--- config.mk ---
export PLATFORM = sky130hd
export DESIGN_NAME = turn_sequencer_flat
export DESIGN_NICKNAME = d
export VERILOG_FILES = /design/src/rtl/turn_sequencer_if.sv /design/src/rtl/turn_sequencer.sv /design/src/flat_wrapper.sv
export SDC_FILE = /design/constraint.sdc
export NUM_CORES = 1
export LEC_CHECK = 0
export CAP_MARGIN = 20
export CORE_ASPECT_RATIO = 1.4
export CORE_UTILIZATION = 40
export CTS_CLUSTER_DIAMETER = 80
export DETAILED_ROUTE_END_ITERATION = 12
export PLACE_DENSITY_LB_ADDON = 0.08
export RECOVER_POWER = 25
export SYNTH_ARGS = -nofsm -noshare
export SYNTH_HDL_FRONTEND = slang
export SYNTH_SLANG_ARGS = --single-unit
--- constraint.sdc ---
create_clock -name clk -period 2.35 [get_ports clk]
set_input_delay 0.47 -clock clk [delete_from_list [all_inputs] [get_ports clk]]
set_output_delay 0.47 -clock clk [all_outputs]
set_load 0.005 [all_outputs]
--- src/rtl/turn_sequencer_if.sv ---
// turn_sequencer_if: buttons, board port, win-checker handshake and status of the game controller
interface turn_sequencer_if;
  logic       logic_0_button;
  logic       logic_1_button;
  logic       activity_button;
  logic [3:0] rd_x;
  logic [3:0] rd_y;
  logic [1:0] rd_data;
  logic       wr_en;
  logic [3:0] wr_x;
  logic [3:0] wr_y;
  logic [1:0] wr_piece;
  logic       chk_start;
  logic [3:0] chk_x;
  logic [3:0] chk_y;
  logic [1:0] chk_piece;
  logic       chk_done;
  logic       chk_win;
  logic       current_player;
  logic [4:0] moves_circles;
  logic [4:0] moves_triangles;
  logic [3:0] bit_count;
  logic       invalid_move;
  logic [1:0] game_outcome;
  logic [2:0] state_o;
  modport master (
    input  logic_0_button, logic_1_button, activity_button, rd_data, chk_done, chk_win,
    output rd_x, rd_y, wr_en, wr_x, wr_y, wr_piece, chk_start, chk_x, chk_y, chk_piece,
           current_player, moves_circles, moves_triangles, bit_count, invalid_move,
           game_outcome, state_o
  );
  modport slave (
    output logic_0_button, logic_1_button, activity_button, rd_data, chk_done, chk_win,
    input  rd_x, rd_y, wr_en, wr_x, wr_y, wr_piece, chk_start, chk_x, chk_y, chk_piece,
           current_player, moves_circles, moves_triangles, bit_count, invalid_move,
           game_outcome, state_o
  );
endinterface

--- src/rtl/turn_sequencer.sv ---
// turn_sequencer: Triangles vs Circles controller - coordinate entry, move validation, board clear, turn order
module turn_sequencer #(
  parameter int BOARD_SIZE = 10,
  parameter int MAX_MOVES  = 25
) (
  input logic            clk,
  input logic            reset,
  turn_sequencer_if.master bus
);
  localparam logic [2:0] CLEAR = 3'd0, IDLE = 3'd1, ENTRY = 3'd2, LOOKUP = 3'd3,
                         VERIFY = 3'd4, WRITE = 3'd5, CHECK = 3'd6, GAME_OVER = 3'd7;
  localparam logic [3:0] LAST = 4'(BOARD_SIZE - 1);
  localparam logic [4:0] MAXM = 5'(MAX_MOVES);
  logic [2:0] state;
  logic [3:0] sx, sy, bit_count, chk_x, chk_y;
  logic [7:0] buffer;
  logic       player, invalid, chk_start;
  logic [4:0] mc, mt;
  logic [1:0] outcome, chk_piece;
  logic [3:0] bx, by;
  logic [1:0] piece;
  logic       act, tog, bad;
  assign bx    = buffer[7:4];
  assign by    = buffer[3:0];
  assign piece = player ? 2'b01 : 2'b10;
  assign act   = bus.activity_button;
  assign tog   = bus.logic_0_button ^ bus.logic_1_button;
  assign bad   = bx > LAST || by > LAST || bus.rd_data != 2'b00;
  always_ff @(posedge clk or posedge reset) begin
    if (reset) begin
      state     <= CLEAR;
      sx        <= '0;
      sy        <= '0;
      buffer    <= '0;
      bit_count <= '0;
      player    <= 1'b0;
      mc        <= '0;
      mt        <= '0;
      outcome   <= 2'b00;
      invalid   <= 1'b0;
      chk_start <= 1'b0;
      chk_x     <= '0;
      chk_y     <= '0;
      chk_piece <= 2'b00;
    end else begin
      invalid   <= 1'b0;
      chk_start <= 1'b0;
      case (state)
        CLEAR:
          if (sx == LAST && sy == LAST) begin
            sx    <= '0;
            sy    <= '0;
            state <= IDLE;
          end else if (sy == LAST) begin
            sy <= '0;
            sx <= sx + 4'd1;
          end else sy <= sy + 4'd1;
        IDLE:
          if (act) begin
            state     <= ENTRY;
            player    <= 1'b0;
            mc        <= '0;
            mt        <= '0;
            outcome   <= 2'b00;
            buffer    <= '0;
            bit_count <= '0;
          end
        ENTRY:
          if (act) begin
            if (bit_count == 4'd8) state <= LOOKUP;
            else begin
              invalid   <= 1'b1;
              buffer    <= '0;
              bit_count <= '0;
            end
          end else if (tog && bit_count != 4'd8) begin
            buffer    <= {buffer[6:0], bus.logic_1_button};
            bit_count <= bit_count + 4'd1;
          end
        LOOKUP: state <= VERIFY;
        VERIFY:
          if (bad) begin
            invalid   <= 1'b1;
            buffer    <= '0;
            bit_count <= '0;
            state     <= ENTRY;
          end else state <= WRITE;
        WRITE: begin
          if (player) mt <= mt + 5'd1;
          else mc <= mc + 5'd1;
          chk_x     <= bx;
          chk_y     <= by;
          chk_piece <= piece;
          buffer    <= '0;
          bit_count <= '0;
          chk_start <= 1'b1;
          state     <= CHECK;
        end
        CHECK:
          if (bus.chk_done) begin
            if (bus.chk_win) begin
              outcome <= player ? 2'b10 : 2'b01;
              state   <= GAME_OVER;
            end else if (mt == MAXM) begin
              outcome <= 2'b11;
              state   <= GAME_OVER;
            end else begin
              player <= ~player;
              state  <= ENTRY;
            end
          end
        GAME_OVER: if (act) state <= CLEAR;
        default: state <= CLEAR;
      endcase
    end
  end
  // reset gates the strobe so the board sees no write while reset is held
  assign bus.wr_en           = !reset && (state == CLEAR || state == WRITE);
  assign bus.wr_x            = state == CLEAR ? sx : bx;
  assign bus.wr_y            = state == CLEAR ? sy : by;
  assign bus.wr_piece        = state == WRITE ? piece : 2'b00;
  assign bus.rd_x            = bx;
  assign bus.rd_y            = by;
  assign bus.chk_start       = chk_start;
  assign bus.chk_x           = chk_x;
  assign bus.chk_y           = chk_y;
  assign bus.chk_piece       = chk_piece;
  assign bus.current_player  = player;
  assign bus.moves_circles   = mc;
  assign bus.moves_triangles = mt;
  assign bus.bit_count       = bit_count;
  assign bus.invalid_move    = invalid;
  assign bus.game_outcome    = outcome;
  assign bus.state_o         = state;
endmodule

--- src/flat_wrapper.sv ---
// flat-port wrapper written by rule: the top's interface ports become plain ports
module turn_sequencer_flat 
#(
  parameter int BOARD_SIZE = 10,
  parameter int MAX_MOVES  = 25
)
  (clk, reset, bus_logic_0_button, bus_logic_1_button, bus_activity_button, bus_rd_data, bus_chk_done, bus_chk_win, bus_rd_x, bus_rd_y, bus_wr_en, bus_wr_x, bus_wr_y, bus_wr_piece, bus_chk_start, bus_chk_x, bus_chk_y, bus_chk_piece, bus_current_player, bus_moves_circles, bus_moves_triangles, bus_bit_count, bus_invalid_move, bus_game_outcome, bus_state_o);
  turn_sequencer_if bus_i ();
  input logic clk;
  input logic reset;
  input wire logic [$bits(bus_i.logic_0_button)-1:0] bus_logic_0_button;
  input wire logic [$bits(bus_i.logic_1_button)-1:0] bus_logic_1_button;
  input wire logic [$bits(bus_i.activity_button)-1:0] bus_activity_button;
  input wire logic [$bits(bus_i.rd_data)-1:0] bus_rd_data;
  input wire logic [$bits(bus_i.chk_done)-1:0] bus_chk_done;
  input wire logic [$bits(bus_i.chk_win)-1:0] bus_chk_win;
  output wire logic [$bits(bus_i.rd_x)-1:0] bus_rd_x;
  output wire logic [$bits(bus_i.rd_y)-1:0] bus_rd_y;
  output wire logic [$bits(bus_i.wr_en)-1:0] bus_wr_en;
  output wire logic [$bits(bus_i.wr_x)-1:0] bus_wr_x;
  output wire logic [$bits(bus_i.wr_y)-1:0] bus_wr_y;
  output wire logic [$bits(bus_i.wr_piece)-1:0] bus_wr_piece;
  output wire logic [$bits(bus_i.chk_start)-1:0] bus_chk_start;
  output wire logic [$bits(bus_i.chk_x)-1:0] bus_chk_x;
  output wire logic [$bits(bus_i.chk_y)-1:0] bus_chk_y;
  output wire logic [$bits(bus_i.chk_piece)-1:0] bus_chk_piece;
  output wire logic [$bits(bus_i.current_player)-1:0] bus_current_player;
  output wire logic [$bits(bus_i.moves_circles)-1:0] bus_moves_circles;
  output wire logic [$bits(bus_i.moves_triangles)-1:0] bus_moves_triangles;
  output wire logic [$bits(bus_i.bit_count)-1:0] bus_bit_count;
  output wire logic [$bits(bus_i.invalid_move)-1:0] bus_invalid_move;
  output wire logic [$bits(bus_i.game_outcome)-1:0] bus_game_outcome;
  output wire logic [$bits(bus_i.state_o)-1:0] bus_state_o;
  assign bus_i.logic_0_button = bus_logic_0_button;
  assign bus_i.logic_1_button = bus_logic_1_button;
  assign bus_i.activity_button = bus_activity_button;
  assign bus_i.rd_data = bus_rd_data;
  assign bus_i.chk_done = bus_chk_done;
  assign bus_i.chk_win = bus_chk_win;
  assign bus_rd_x = bus_i.rd_x;
  assign bus_rd_y = bus_i.rd_y;
  assign bus_wr_en = bus_i.wr_en;
  assign bus_wr_x = bus_i.wr_x;
  assign bus_wr_y = bus_i.wr_y;
  assign bus_wr_piece = bus_i.wr_piece;
  assign bus_chk_start = bus_i.chk_start;
  assign bus_chk_x = bus_i.chk_x;
  assign bus_chk_y = bus_i.chk_y;
  assign bus_chk_piece = bus_i.chk_piece;
  assign bus_current_player = bus_i.current_player;
  assign bus_moves_circles = bus_i.moves_circles;
  assign bus_moves_triangles = bus_i.moves_triangles;
  assign bus_bit_count = bus_i.bit_count;
  assign bus_invalid_move = bus_i.invalid_move;
  assign bus_game_outcome = bus_i.game_outcome;
  assign bus_state_o = bus_i.state_o;
  turn_sequencer #(.BOARD_SIZE(BOARD_SIZE), .MAX_MOVES(MAX_MOVES)) u_core (.clk(clk), .reset(reset), .bus(bus_i));
endmodule
# Word level (Yosys, flattened, before mapping)

Cells that the tools add are included.

Register bits: 48
ROM bits: 0
Latch bits: 0
Memories kept: 0
Bits in writable memories: 0

Bitwise gates (word level): 2
Order comparisons: 2
Equal/unequal tests: 26
Mux-type cells: 51
Div/mod/pow operators: 0
$mul: 0
Shift operators: 0
Reductions and logical operators: 20
$add $sub $neg: 5

Operators with widths:

| kind                                                             | count |
|---|---|
| 4-bit 2-to-1 mux                                                 | 11 |
| 8-bit 2-to-1 mux                                                 | 5 |
| 8-bit one-hot mux with 4 select lines                            | 1 |
| 3-bit 2-to-1 mux                                                 | 9 |
| 3-bit one-hot mux with 8 select lines                            | 1 |
| 5-bit one-hot mux with 2 select lines                            | 2 |
| 4-bit one-hot mux with 4 select lines                            | 1 |
| 5-bit 2-to-1 mux                                                 | 3 |
| 2-bit 2-to-1 mux                                                 | 7 |
| 2-bit != test (second input constant)                            | 7 |
| 4-bit by 1-bit adder with 4-bit output (second input constant)   | 3 |
| 3-bit == test (second input constant)                            | 4 |
| 4-bit == test (second input constant)                            | 3 |
| 5-bit by 1-bit adder with 5-bit output (second input constant)   | 2 |
| 5-bit AND reduction                                              | 2 |
| 4-bit greater-than comparator (second input constant)            | 2 |
| 1-bit 2-to-1 mux                                                 | 8 |
| 2-bit by 1-bit != test with 1-bit output (second input constant) | 4 |
| 2-bit nonzero test                                               | 4 |
| 3-bit by 2-bit == test with 1-bit output (second input constant) | 2 |
| 3-bit by 2-bit != test with 1-bit output (second input constant) | 2 |
| 3-bit AND reduction                                              | 2 |
| 6-bit AND reduction                                              | 1 |
| 5-bit == test (second input constant)                            | 1 |
| 14 further kinds                                                 | 19 |

# Depth between registers and ports, before layout

Depth in word-level cells: 5
Mapped depth: 8
Depth with buffers taken out: 7

# Worst setup path before layout

OpenSTA, ideal clock, no wires.

Path kind: register -> output
Start point: reg u_core.state[1], in the netlist u_core.bus.state_o[1]
End point: out bus_wr_x[1]
Arrival: 1.329 ns
Setup slack: 0.551 ns
Cell stages (with the launch flop): 5
Data required time: 1.880 ns
Cells stage by stage: dfrtp_1 > or3_1 > clkbuf_1 > clkbuf_1 > o21ai_0

Cells in the longest elaborated chain, start to end: 2

RTL lines:

| what                   | RTL line              | source |
|---|---|---|
| start, declared        | turn_sequencer.sv:14  | `logic [2:0] state;` |
| start signal, assigned | turn_sequencer.sv:31  | `state <= CLEAR;` |
| start signal, assigned | turn_sequencer.sv:53  | `state <= IDLE;` |
| start signal, assigned | turn_sequencer.sv:60  | `state <= ENTRY;` |
| 3-bit zero test        | turn_sequencer.sv:119 | `assign bus.wr_x = state == CLEAR ? sx : bx;` |
| 4-bit 2-to-1 mux       | turn_sequencer.sv:119 |  |
| end, declared          | flat_wrapper.sv:20    | `output wire logic [$bits(bus_i.wr_x)-1:0] bus_wr_x;` |

No other way between the ends.

# Worst setup path after layout

Start point: reg u_core.state[2], in the netlist u_core.bus.state_o[2]
End point: out bus_wr_y[2]

Cells in the longest elaborated chain, start to end: 2

RTL lines:

| what             | RTL line              | source |
|---|---|---|
| 3-bit zero test  | turn_sequencer.sv:120 | `assign bus.wr_y = state == CLEAR ? sy : by;` |
| 4-bit 2-to-1 mux | turn_sequencer.sv:120 |  |
| end, declared    | flat_wrapper.sv:21    | `output wire logic [$bits(bus_i.wr_y)-1:0] bus_wr_y;` |

No other way between the ends.

==> results.sh <==
export IMPL_drc=0
export IMPL_fp_dieH_um=95.73
export IMPL_pwr_density_cell_mw_per_mm2=1030
export IMPL_synth_edf_count=0
export IMPL_instances_no_fill=426
export IMPL_n_antenna_cell=0
export IMPL_overflow=0
export IMPL_tritoncts="done"
export IMPL_sw_frac_of_total_pct=37.69
export IMPL_hold_viol=0
export IMPL_path_class="reg2out"
export IMPL_cp_arrival_ps=1860
export IMPL_slew_violations=0
export IMPL_wl_um=6153
export IMPL_hold_class="reg2reg"
export IMPL_die_w_um=68.95
export IMPL_power_switching_w=0.001341
export IMPL_start_kind="register"
export IMPL_hold_buffers=0
export IMPL_insertion_delay_ps=310
export IMPL_synth_area_mux_share_pct=2.642
export IMPL_finalSetupViolations=0
export IMPL_cts_buffers=5
export IMPL_clk_path_buf_depth=2
export IMPL_first_global_vias=1996
export IMPL_peakVddDrop_uv=519.5
export IMPL_first_pass_iters=4
export IMPL_row_count=33
export IMPL_synthAdderAreaFrac_pct=4.487
export IMPL_grt_start_max_net_pins=31
export IMPL_final_common_cell="nand2_1"
export IMPL_ys_ff_latch=48
export IMPL_crit_fanout=10
export IMPL_intPower_w=0.002218
export IMPL_relSlewSlack_pct=48.23
export IMPL_grt_usage_pct=19.35
export IMPL_antenna_found_initial=0
export IMPL_final_nets=373
export IMPL_grt_pass1_wl_um=9535
export IMPL_portBuffers=59
export IMPL_cts_sinks=48
export IMPL_clock_skew_final_ps=14.65
export IMPL_htree_levels=2
export IMPL_hold_worst_slack_ps=499.4
export IMPL_via_per_inst=5.207
export IMPL_async_flop_share_pct=100.0
export IMPL_syn_num_nets=298
export IMPL_p_clk_share_pct=15.0
export IMPL_final_cell_mix="nand2_1 (78), clkdlybuf4s50_1 (53), dfrtp_1 (47)"
export IMPL_clkTransAtPathRegs_ps=90
export IMPL_dpl_hpwl_um=4189
export IMPL_p_total_w=0.003559
export IMPL_yosysWarnings=0
export IMPL_ys_flop_type="dfrtp_1"
export IMPL_fin_crit_ps=2326
export IMPL_drive_gt1_share_pct=12.36
export IMPL_critPathCaptureType="primary output"
export IMPL_dp_cells=405
export IMPL_worst_endpoint_required_ps=1880
export IMPL_status="completed"
export IMPL_start_util_pct=42.21
export IMPL_pwr_share_seq_pct=36.5
export IMPL_synthSimpleGateAreaFrac_pct=24.43
export IMPL_p_leak_nw=1.654
export IMPL_design_core_area_mm2=0.005946
export IMPL_ios=60
export IMPL_cts_root_buf="clkbuf_8"
export IMPL_syn_inst=280
export IMPL_period_share_pct=98.96
export IMPL_via_count=2218
export IMPL_finalWeightedCongestion=0.7801
export IMPL_rsz0062_at_grt="true"
export IMPL_synth_xor_area_share_pct=2.792
export IMPL_synth_top_family_by_area="simple AND/OR/NAND/NOR gates"
export IMPL_routedWlPerCell_um=14.44
export IMPL_ys_seq_area_share_pct=47.86
export IMPL_fmax_mhz=430.0
export IMPL_pwr_share_comb_pct=48.5
export IMPL_die_area_mm2=0.006600
export IMPL_first_iter_violations=88
export IMPL_area_delta_synth_final_pct=37.69
export IMPL_tightest_slew_ps=775.7
export IMPL_syn_area_per_cell_um2=8.964
export IMPL_cap_viol_max_count=0
export IMPL_yosysUniqueCellTypes=44
export IMPL_drtAntennaViolNets=0
export IMPL_synth_compound_area_share_pct=13.26
export IMPL_syn_area_mm2=0.002510
## layer usage
layer | GRT usage [%] | routed length, µm | vias to the layer above
met1 | 24.22 | 2698 | 1053
met5 | 0 | 0 | -
li1 | - | - | 1108
met2 | 33.41 | 3174 | 50
met4 | 5.612 | 62 | 0
met3 | 3.318 | 218 | 7
## cell families after synthesis
family	after synthesis
xor+xnor	8
fa+ha+maj	9
flops	48
buf+inv	24
simple gates	132
mux	6
compound gates	53
## sequential cells by signal (all words and copies together), names as in the netlist, 4 cells and up
| name | flops |
|---|---|
| u_core.bus.moves_triangles | 5 |
| u_core.bus.chk_x | 4 |
| u_core.bus.chk_y | 4 |
| u_core.sx | 4 |
| u_core.bus.bit_count | 4 |
| u_core.bus.moves_circles | 5 |
| u_core.sy | 4 |
| u_core.buffer | 8 |
## Yosys cell counts, types with 2 or more instances
library cell / instances / area [µm²]
ha_1: 9 / 112.6
o21ai_1: 14 / 70.07
nand2_1: 78 / 292.8
o21ai_0: 8 / 40.04
buf_4: 3 / 22.52
nand3b_1: 4 / 30.03
a21oi_1: 11 / 55.05
a21o_1: 6 / 45.04
a211oi_1: 3 / 22.52
nand3_1: 5 / 25.02
nor2_1: 15 / 56.30
inv_1: 10 / 37.54
buf_2: 4 / 20.02
xnor2_1: 3 / 26.28
nor2_2: 2 / 12.51
nor3_1: 9 / 45.04
or3_1: 3 / 18.77
and3b_1: 2 / 17.52
dfrtp_1: 48 / 1201
xor2_1: 5 / 43.79
clkbuf_1: 5 / 18.77
mux2_2: 4 / 45.04
a22o_1: 2 / 17.52
o31ai_1: 3 / 22.52
nand4_1: 5 / 31.28
## timing repair
item,in CTS,in global routing
resized for setup,7,13
pin swaps,1,4
cloned,1,2
endpoints found under the setup margin,11,11
buffers inserted,1,9
## final cells by class
class	instances	area, µm²
multi-input combinational	209	1227
timing repair buffer	80	800.8
tap	70	87.58
clock inverter	2	13.76
sequential	48	1202
inverter	11	41.29
fill	550	2490
clock buffer	6	82.58
## per-stage QoR
stage	setup TNS [ps]	cell area, µm²	setup slack, ps	util (%)
3_5_place_dp	0	3196	184.9	53.75
5_1_grt	-85.34	3456	-37.88	58.12
2_1_floorplan	0	2510	550.7	-
4_1_cts	0	3333	0.3171	56.06
3_3_place_gp	0	3196	205.1	53.75
6_report	0	3456	24.33	58.12
## critical path: stages, from the launching register on
cell	delay [ps]
dfrtp_2	440
buf_12	150
nor3_4	210
buf_6	150
nand2_1	50
nand2_1	60
clkdlybuf4s50_1	490
## power groups by stage
stage | logic [W] | registers [W] | clock network, W
after floorplan | 0.000871 | 0.00128 | 0
after global placement | 0.00151 | 0.00128 | 0
after detailed placement | 0.00152 | 0.00129 | 0
after CTS | 0.00158 | 0.00128 | 0.000545
after global routing | 0.00190 | 0.00134 | 0.000582
final | 0.00173 | 0.00130 | 0.000535
## final timing paths
kind                                                            to                         startpoint  slack [ps]  cells after the start
min in group asynchronous             u_core.buffer[0]$_DFFE_PP0P_                              reset         760                      2
setup reg to reg                      u_core.buffer[5]$_DFFE_PP0P_  u_core.bus.state_o[0]$_DFFE_PP0P_         440                      8
setup / recovery                                       bus_wr_y[2]  u_core.bus.state_o[2]$_DFFE_PP0P_          20                      6
hold reg to reg                    u_core.bus.chk_x[1]$_DFFE_PP0P_    u_core.bus.chk_x[1]$_DFFE_PP0P_         500                      2
hold / removal                     u_core.bus.chk_x[1]$_DFFE_PP0P_    u_core.bus.chk_x[1]$_DFFE_PP0P_         500                      2
max in group asynchronous  u_core.bus.moves_circles[1]$_DFFE_PP0P_                              reset         400                      3
(Power assumes the default switching activity.)
